`config.mk`:
```
export PLATFORM = sky130hd
export DESIGN_NAME = instr_fetch_queue_flat
export DESIGN_NICKNAME = d
export VERILOG_FILES = /design/src/rtl/instr_fetch_queue_if.sv /design/src/rtl/instr_fetch_queue.sv /design/src/flat_wrapper.sv
export SDC_FILE = /design/constraint.sdc
export NUM_CORES = 1
export LEC_CHECK = 0
export CORE_MARGIN = 10
export CORE_UTILIZATION = 60
export CTS_CLUSTER_DIAMETER = 40
export DETAILED_ROUTE_END_ITERATION = 7
export PLACE_DENSITY = 0.85
export SETUP_SLACK_MARGIN = 0.02
export SYNTH_ARGS = -nofsm -noshare
export SYNTH_HDL_FRONTEND = slang
export SYNTH_SLANG_ARGS = --single-unit
```
`constraint.sdc`:
```
create_clock -name clk -period 8.4 [get_ports clk]
set_clock_uncertainty 0.1 [all_clocks]
set_input_delay 2.1 -clock clk [delete_from_list [all_inputs] [get_ports clk]]
set_output_delay 2.1 -clock clk [all_outputs]
set_load 0.01 [all_outputs]
```
`src/rtl/instr_fetch_queue_if.sv`:
```
// Handshake bundle between the fetch queue, instruction memory, the branch unit and the decoder.
// The master modport is the fetch queue side; slave is the surrounding environment.
interface instr_fetch_queue_if;
    logic        imem_req;
    logic [31:0] imem_addr;
    logic        imem_ack;
    logic [31:0] imem_rdata;
    logic        br_valid;
    logic [31:0] br_target;
    logic        ir_valid;
    logic [31:0] ir_out;
    logic [31:0] ir_pc;
    logic        ir_ready;

    modport master (
        output imem_req, imem_addr, ir_valid, ir_out, ir_pc,
        input  imem_ack, imem_rdata, br_valid, br_target, ir_ready
    );

    modport slave (
        input  imem_req, imem_addr, ir_valid, ir_out, ir_pc,
        output imem_ack, imem_rdata, br_valid, br_target, ir_ready
    );
endinterface

```
`src/rtl/instr_fetch_queue.sv`:
```
// Instruction fetch stage: sequential word fetch with req/ack, prefetch FIFO and branch flush.
// Optional macro IFQ_PC_PLUS8_EN makes ir_pc report the head fetch address + 8.
module instr_fetch_queue #(
    parameter int          DEPTH    = 4,
    parameter logic [31:0] RESET_PC = 32'h0000_0000
) (
    input logic                  clk,
    input logic                  rst,
    instr_fetch_queue_if.master  bus
);
    localparam int PTR_W = (DEPTH > 1) ? $clog2(DEPTH) : 1;
    localparam int CNT_W = PTR_W + 1;
    localparam logic [CNT_W-1:0] FULL_CNT = CNT_W'(DEPTH);

    typedef enum logic [0:0] {
        FETCH = 1'b0,
        DROP  = 1'b1
    } state_t;

    state_t             state_r, state_s;
    logic [31:0]        fetch_pc_r, fetch_pc_s;
    logic [31:0]        addr_r, addr_s;
    logic               req_r, req_s;
    logic [CNT_W-1:0]   count_r, count_s;
    logic [PTR_W-1:0]   wr_ptr_r, wr_ptr_s;
    logic [PTR_W-1:0]   rd_ptr_r, rd_ptr_s;
    logic [31:0]        word_mem_r [DEPTH];
    logic [31:0]        pc_mem_r   [DEPTH];
    logic               xfer_s, pop_s, push_s, head_valid_s;
    logic [31:0]        br_pc_s, head_pc_s;

    // Next-state logic: fetch FSM, FIFO bookkeeping and the registered request for the next cycle.
    always_comb begin
        state_s    = state_r;
        fetch_pc_s = fetch_pc_r;
        push_s     = 1'b0;
        count_s    = count_r;
        wr_ptr_s   = wr_ptr_r;
        rd_ptr_s   = rd_ptr_r;
        req_s      = 1'b0;
        addr_s     = addr_r;

        xfer_s       = req_r & bus.imem_ack;
        head_valid_s = (count_r != {CNT_W{1'b0}});
        pop_s        = head_valid_s & bus.ir_ready;
        br_pc_s      = bus.br_target & 32'hFFFF_FFFC;

        case (state_r)
            FETCH: begin
                if (bus.br_valid) begin
                    fetch_pc_s = br_pc_s;
                    if (req_r && !bus.imem_ack) begin
                        state_s = DROP;
                    end else begin
                        state_s = FETCH;
                    end
                end else begin
                    push_s = xfer_s;
                    if (xfer_s) begin
                        fetch_pc_s = fetch_pc_r + 32'd4;
                    end else begin
                        fetch_pc_s = fetch_pc_r;
                    end
                end
            end
            DROP: begin
                if (bus.br_valid) begin
                    fetch_pc_s = br_pc_s;
                end else begin
                    fetch_pc_s = fetch_pc_r;
                end
                if (xfer_s) begin
                    state_s = FETCH;
                end else begin
                    state_s = DROP;
                end
            end
            default: begin
                state_s = FETCH;
            end
        endcase

        // A redirect wins over any pop or push in the same cycle.
        if (bus.br_valid) begin
            count_s  = {CNT_W{1'b0}};
            wr_ptr_s = {PTR_W{1'b0}};
            rd_ptr_s = {PTR_W{1'b0}};
        end else begin
            if (push_s) begin
                wr_ptr_s = wr_ptr_r + PTR_W'(1'b1);
            end else begin
                wr_ptr_s = wr_ptr_r;
            end
            if (pop_s) begin
                rd_ptr_s = rd_ptr_r + PTR_W'(1'b1);
            end else begin
                rd_ptr_s = rd_ptr_r;
            end
            count_s = count_r + CNT_W'(push_s) - CNT_W'(pop_s);
        end

        // While dropping, the stale address stays on the bus until its ack.
        if (state_s == DROP) begin
            req_s  = 1'b1;
            addr_s = addr_r;
        end else begin
            req_s  = (count_s < FULL_CNT);
            addr_s = fetch_pc_s;
        end
    end

    // Control and pointer registers with asynchronous reset.
    always_ff @(posedge clk or posedge rst) begin
        if (rst) begin
            state_r    <= FETCH;
            fetch_pc_r <= RESET_PC;
            addr_r     <= RESET_PC;
            req_r      <= 1'b0;
            count_r    <= {CNT_W{1'b0}};
            wr_ptr_r   <= {PTR_W{1'b0}};
            rd_ptr_r   <= {PTR_W{1'b0}};
        end else begin
            state_r    <= state_s;
            fetch_pc_r <= fetch_pc_s;
            addr_r     <= addr_s;
            req_r      <= req_s;
            count_r    <= count_s;
            wr_ptr_r   <= wr_ptr_s;
            rd_ptr_r   <= rd_ptr_s;
        end
    end

    // FIFO storage; contents are only meaningful below count, so no reset is needed.
    always_ff @(posedge clk) begin
        if (push_s) begin
            word_mem_r[wr_ptr_r] <= bus.imem_rdata;
            pc_mem_r[wr_ptr_r]   <= fetch_pc_r;
        end
    end

    // Head PC presented to the decoder.
    always_comb begin
`ifdef IFQ_PC_PLUS8_EN
        head_pc_s = pc_mem_r[rd_ptr_r] + 32'd8;
`else
        head_pc_s = pc_mem_r[rd_ptr_r];
`endif
    end

    assign bus.imem_req  = req_r;
    assign bus.imem_addr = addr_r;
    assign bus.ir_valid  = head_valid_s;
    assign bus.ir_out    = head_valid_s ? word_mem_r[rd_ptr_r] : 32'd0;
    assign bus.ir_pc     = head_valid_s ? head_pc_s : 32'd0;
endmodule

```
`src/flat_wrapper.sv`:
```
// flat-port wrapper written by rule: the top's interface ports become plain ports
module instr_fetch_queue_flat 
#(
    parameter int          DEPTH    = 4,
    parameter logic [31:0] RESET_PC = 32'h0000_0000
)
  (clk, rst, bus_imem_req, bus_imem_addr, bus_ir_valid, bus_ir_out, bus_ir_pc, bus_imem_ack, bus_imem_rdata, bus_br_valid, bus_br_target, bus_ir_ready);
  instr_fetch_queue_if bus_i ();
  input logic clk;
  input logic rst;
  output wire logic [$bits(bus_i.imem_req)-1:0] bus_imem_req;
  output wire logic [$bits(bus_i.imem_addr)-1:0] bus_imem_addr;
  output wire logic [$bits(bus_i.ir_valid)-1:0] bus_ir_valid;
  output wire logic [$bits(bus_i.ir_out)-1:0] bus_ir_out;
  output wire logic [$bits(bus_i.ir_pc)-1:0] bus_ir_pc;
  input wire logic [$bits(bus_i.imem_ack)-1:0] bus_imem_ack;
  input wire logic [$bits(bus_i.imem_rdata)-1:0] bus_imem_rdata;
  input wire logic [$bits(bus_i.br_valid)-1:0] bus_br_valid;
  input wire logic [$bits(bus_i.br_target)-1:0] bus_br_target;
  input wire logic [$bits(bus_i.ir_ready)-1:0] bus_ir_ready;
  assign bus_imem_req = bus_i.imem_req;
  assign bus_imem_addr = bus_i.imem_addr;
  assign bus_ir_valid = bus_i.ir_valid;
  assign bus_ir_out = bus_i.ir_out;
  assign bus_ir_pc = bus_i.ir_pc;
  assign bus_i.imem_ack = bus_imem_ack;
  assign bus_i.imem_rdata = bus_imem_rdata;
  assign bus_i.br_valid = bus_br_valid;
  assign bus_i.br_target = bus_br_target;
  assign bus_i.ir_ready = bus_ir_ready;
  instr_fetch_queue #(.DEPTH(DEPTH), .RESET_PC(RESET_PC)) u_core (.clk(clk), .rst(rst), .bus(bus_i));
endmodule
```
# Word-level counts from Yosys, hierarchy flattened
# Memories as Yosys holds them, arrays and structs flattened.
# Index checks and enable logic that the tools add are counted.
word_totals:
  memories: 2
  ff_bits: 73
  input_bits: 69
  mem_bits_rw: 256
  wordCells: 43
  output_inout_bits: 98
op_classes:
  n_bitwise: 3
  order_cmp: 1
  n_reduce_logical: 5
  muxes: 20
  n_addsub: 5
memory_table:
  columns: ["memory", "words", "word_bits", "read_ports", "rd_ports_with_merged_regs", "wr", "line", "text"]
  rows:
  - ["u_core.pc_mem_r", 4, 32, 1, 0, 1, "instr_fetch_queue.sv:28", "logic [31:0] pc_mem_r [DEPTH];"]
  - ["u_core.word_mem_r", 4, 32, 1, 0, 1, "instr_fetch_queue.sv:27", "logic [31:0] word_mem_r [DEPTH];"]
ops:
  columns: ["operator", "count"]
  rows:
  - ["two-way mux 32 bit", 5]
  - ["case mux 32 bit (2 select lines)", 1]
  - ["adder 32 x 3 -> 32 bit, second input constant", 1]
  - ["two-way mux 1 bit", 8]
  - ["two-way mux 2 bit", 4]
  - ["adder 2 x 1 -> 2 bit, second input constant", 2]
  - ["nonzero test 2 bit", 2]
  - ["adder 3 x 1 -> 3 bit", 1]
  - ["less-than comparator 3 bit, second input constant", 1]
  - ["two-way mux 3 bit", 1]
  - ["nonzero test 3 bit", 1]
  - ["subtractor 3 x 1 -> 3 bit", 1]
  - ["bitwise AND 1 bit", 2]
  - ["case mux 1 bit (2 select lines)", 1]
  - ["logical AND 1 bit", 1]
  - ["zero test 1 bit", 1]
  - ["NOT 1 bit", 1]

# Logic depth before layout (Yosys ltp)
depth:
  depth_word: 8
  depth_mapped: 10
  depth_no_buf: 10

# Least setup slack after synthesis
# Ideal clock, no wire load.
synth_path:
  path_type: "input port to flip-flop"
  from: "input bus_br_valid"
  to: "memory u_core.pc_mem_r[0][0], enable pin"
  path_stages: 4
  required_time_ns: 7.871
  n_path_buf: 1
  setup_ns: 0.429
  arrival_ns: 4.154
  path_slack_ns: 3.717
  path_cell_list: "buf_2 nand4bb_4 inv_1 and2_1"
synth_between:
  elab_chain_len: 4
synth_lines:
  columns: ["item", "line", "text"]
  rows:
  - ["start, declared", "flat_wrapper.sv:18", "input wire logic [$bits(bus_i.br_valid)-1:0] bus_br_valid;"]
  - ["two-way mux 1 bit", "instr_fetch_queue.sv:50", "if (bus.br_valid) begin"]
  - ["two-way mux 1 bit", "instr_fetch_queue.sv:48", "case (state_r)"]
  - ["two-way mux 1 bit", "instr_fetch_queue.sv:135", "if (push_s) begin"]
  - ["two-way mux 1 bit (not written as such)", "instr_fetch_queue.sv:137", "pc_mem_r[wr_ptr_r] <= fetch_pc_r;"]
  - ["end, declared", "instr_fetch_queue.sv:28", null]
# No other way between the ends.

# Final worst setup path
layout_path:
  from: "register u_core.rd_ptr_r[0]"
  to: "output bus_ir_pc[14]"
layout_between:
  elab_chain_len: 2
layout_lines:
  columns: ["item", "line", "text"]
  rows:
  - ["start, declared", "instr_fetch_queue.sv:26", "logic [PTR_W-1:0] rd_ptr_r, rd_ptr_s;"]
  - ["start signal, assigned", "instr_fetch_queue.sv:121", "rd_ptr_r <= {PTR_W{1'b0}};"]
  - ["start signal, assigned", "instr_fetch_queue.sv:129", "rd_ptr_r <= rd_ptr_s;"]
  - ["memory read (4 x 32 bit)", null, null]
  - ["two-way mux 32 bit", "instr_fetch_queue.sv:154", "assign bus.ir_pc = head_valid_s ? head_pc_s : 32'd0;"]
  - ["end, declared", "flat_wrapper.sv:15", "output wire logic [$bits(bus_i.ir_pc)-1:0] bus_ir_pc;"]
# No other way between the ends.

==> flow_summary.yaml <==
grt:
  grt_overflow: 0
  grt_pass1_vias: 7860
  grt_first_pass_wirelength_um: 44500
  grt_max_degree: 74
  grt_usage_pct: 19.8
  antenna_found_initial: 0
critical_path:
  timing.critical_path.to: "bus_ir_pc[14]"
  critPathCaptureType: "output pin"
  startpoint: "u_core.rd_ptr_r[0]"
  worstSetupPathDepth: 4
  cp_num_buf_inv: 2
  worstPathCellList: "buf_4 > mux4_2 > and2_1 > clkdlybuf4s50_1"
  worst_r2r_endpoint: "u_core.bus.imem_req"
  critPathMaxStageDelay_ns: 0.91
  rr_worst_depth: 10
  cp-start-kind: "flop"
  cp.required_ns: 6.20
  crit_family: "buffers and inverters"
  r2r-start: "u_core.count_r[1]"
  cp_max_fo: 36
  cp.arrival_ns: 3.35
  cpMaxStageDelayCell: "dfrtp_4"
  rrSetupSlack_ns: 5.08
  critical_path_class: "flop to output pin"
timing:
  final-setup-viol-count: 0
  period_share_pct: 66.1
  layout_setup_ws_ns: 2.85
  whs_ns: 0.395
  max_freq_mhz: 180
  hold_viol_final: 0
  worst_pin_slew_ns: 1.09
  drv_slew: 0
  rsz0062_at_grt: "no"
  fin_setup_tns_ns: 0
  fin_crit_ns: 5.55
  slew_headroom_pct: 27.7
clock_network:
  clockBufferDepth: 3
  cts.sink_count: 329
  cts_hold_buf: 0
  htreeDepth: 2
  post_cts_buffers: 0
  cts_tree: "done"
  ctsResizeCount: 0
  clockRootBuffer: "clkbuf_16"
  path_clk_slew_ns: 0.06
  cts_made_buffers: 39
  clkLatencyLatePin_ns: 0.52
pwr:
  power.leakage_nw: 5.78
  max-vdd-ir-drop_mv: 0.201
  total_power_mw: 5.07
  power_density_mw_per_mm2: 308
yosys:
  synth_compound_area_share_pct: 1.18
  synthAdderAreaFrac_pct: 0.816
  synth_seq_cells: 329
  synthesis.instances: 707
  postSynthAreaPerCell_um2: 18.6
  synth_largest_area_cell: "edfxtp_1"
  synth_xor_area_share_pct: 1.06
  synth_cell_types: 44
  synth_nets: 784
  async_reset_ff_share_pct: 22.2
  synthSimpleGateAreaFrac_pct: 7.45
  yosysTopAreaCellShare_pct: 58.3
  synth_area_leaders: "edfxtp_1 (58%), dfrtp_1 (14%), mux4_2 (11%)"
  synth_mux_area_share_pct: 15.7
  ys_warn_count: 0
  synth_top_family_by_area: "multiplexers"
  synth-seq-area-share_pct: 72.2
  synth_flop_cell: "edfxtp_1"
  synth-edff-count: 256
  mappedNetlistArea_mm2: 0.0132
cells_and_area:
  final_net_count: 959
  insertedDiodeCount: 0
  area_delta_synth_final_pct: 24.8
  design_area_mm2: 0.0164
  layout_commonest_cell: "edfxtp_1"
  drive_gt1_share_pct: 19.0
  final_util_pct: 75.8
  final_cell_mix: "edfxtp_1 (256), clkdlybuf4s50_1 (163), dfrtp_1 (71)"
  layout.cells.non_filler: 1191
place:
  place_inst: 1121
  pre_cts_ws_ns: 3.29
  place_area_mm2: 0.0151
  gp_congestion: 0.884
  dp_hpwl_um: 16600
  port_buffers: 164
drt:
  drtAntennaViolNets: 0
  vias: 7053
  routedWlPerCell_um: 23.5
  wirelength_um: 27900
  remaining_drc_errors: 0
  drt_first_pass_iters: 5
  dr.first_iter.drc_count: 416
  avgViaCountPerCell: 5.92
die:
  die_h_um: 168
  initial_utilization_pct: 60.8
  die_area_mm2: 0.0283
  rows: 54
  fp.coreArea_mm2: 0.0217
  chipWidth_um: 168
  io_pins: 167
outcome:
  status: "finished, final reports clean"
min_path:
  hold_depth: 1
  min_path_type: "flop to flop"
run:
  max_cap_viol_count: 0
==> power breakdown <==
group / switching [mW] / internal (mW)
Sequential: 0.146 / 1.91
Combinational: 0.530 / 0.721
Clock: 0.659 / 1.10
==> layer usage <==
| layer | vias to the layer above | wire [µm] | GRT usage [%] |
|---|---|---|---|
| li1 | 3107 | - | - |
| met1 | 3635 | 10900 | 24.0 |
| met2 | 268 | 14400 | 34.0 |
| met3 | 43 | 2030 | 5.54 |
| met4 | 0 | 558 | 6.02 |
| met5 | - | 0 | 0 |
==> worst min path at each step <==
stage,start,to,slack (ns)
after global placement,u_core.bus.imem_addr[2],u_core.bus.imem_addr[2],0.37
after global routing,u_core.bus.imem_addr[7],u_core.bus.imem_addr[7],0.42
after floorplan,u_core.fetch_pc_r[0],u_core.pc_mem_r[0][0],0.37
final,u_core.bus.imem_addr[24],u_core.bus.imem_addr[24],0.39
after CTS,u_core.bus.imem_addr[24],u_core.bus.imem_addr[24],0.40
after detailed placement,u_core.bus.imem_addr[13],u_core.bus.imem_addr[13],0.38
==> final cells by class <==
| cell class | count | area (µm²) |
|---|---|---|
| Sequential cell | 329 | 9520 |
| Fill cell | 1206 | 5240 |
| Multi-Input combinational cell | 330 | 3470 |
| Timing Repair Buffer | 169 | 1670 |
| Clock buffer | 46 | 1060 |
| Tap cell | 280 | 350 |
| Clock inverter | 24 | 319 |
| Inverter | 13 | 48.8 |
==> registers in the layout (all words and copies together), names as in the netlist <==
name                  count
u_core.count_r            3
u_core.word_mem_r       128
u_core.fetch_pc_r        32
u_core.wr_ptr_r           2
u_core.state_r            1
u_core.pc_mem_r         128
u_core.rd_ptr_r           2
u_core.bus.imem_req       1
u_core.bus.imem_addr     32
==> cell families (layout without fill, tap and decap cells) <==
group / after synthesis / after routing
xor+xnor: 16 / 16
simple gates: 158 / 158
flops: 329 / 329
compound gates: 25 / 25
buf+inv: 48 / 252
mux: 123 / 123
fa+ha+maj: 8 / 8
==> synthesized netlist by cell type (3+ instances only) <==
cell type / number
clkbuf_1: 16
mux2_2: 20
nor2_1: 13
nor2b_1: 5
xor2_1: 7
edfxtp_1: 256
mux2_1: 13
nor4_1: 3
nor3_1: 4
nand3_1: 11
mux2i_1: 26
and2_1: 69
inv_1: 13
xnor2_1: 9
mux4_2: 64
dfrtp_1: 73
nand2_1: 25
nor3_4: 3
buf_2: 17
a21oi_1: 4
a31oi_1: 5
o21ai_1: 7
nand4_1: 11
ha_1: 7
Power figures use the tool's default switching activity.
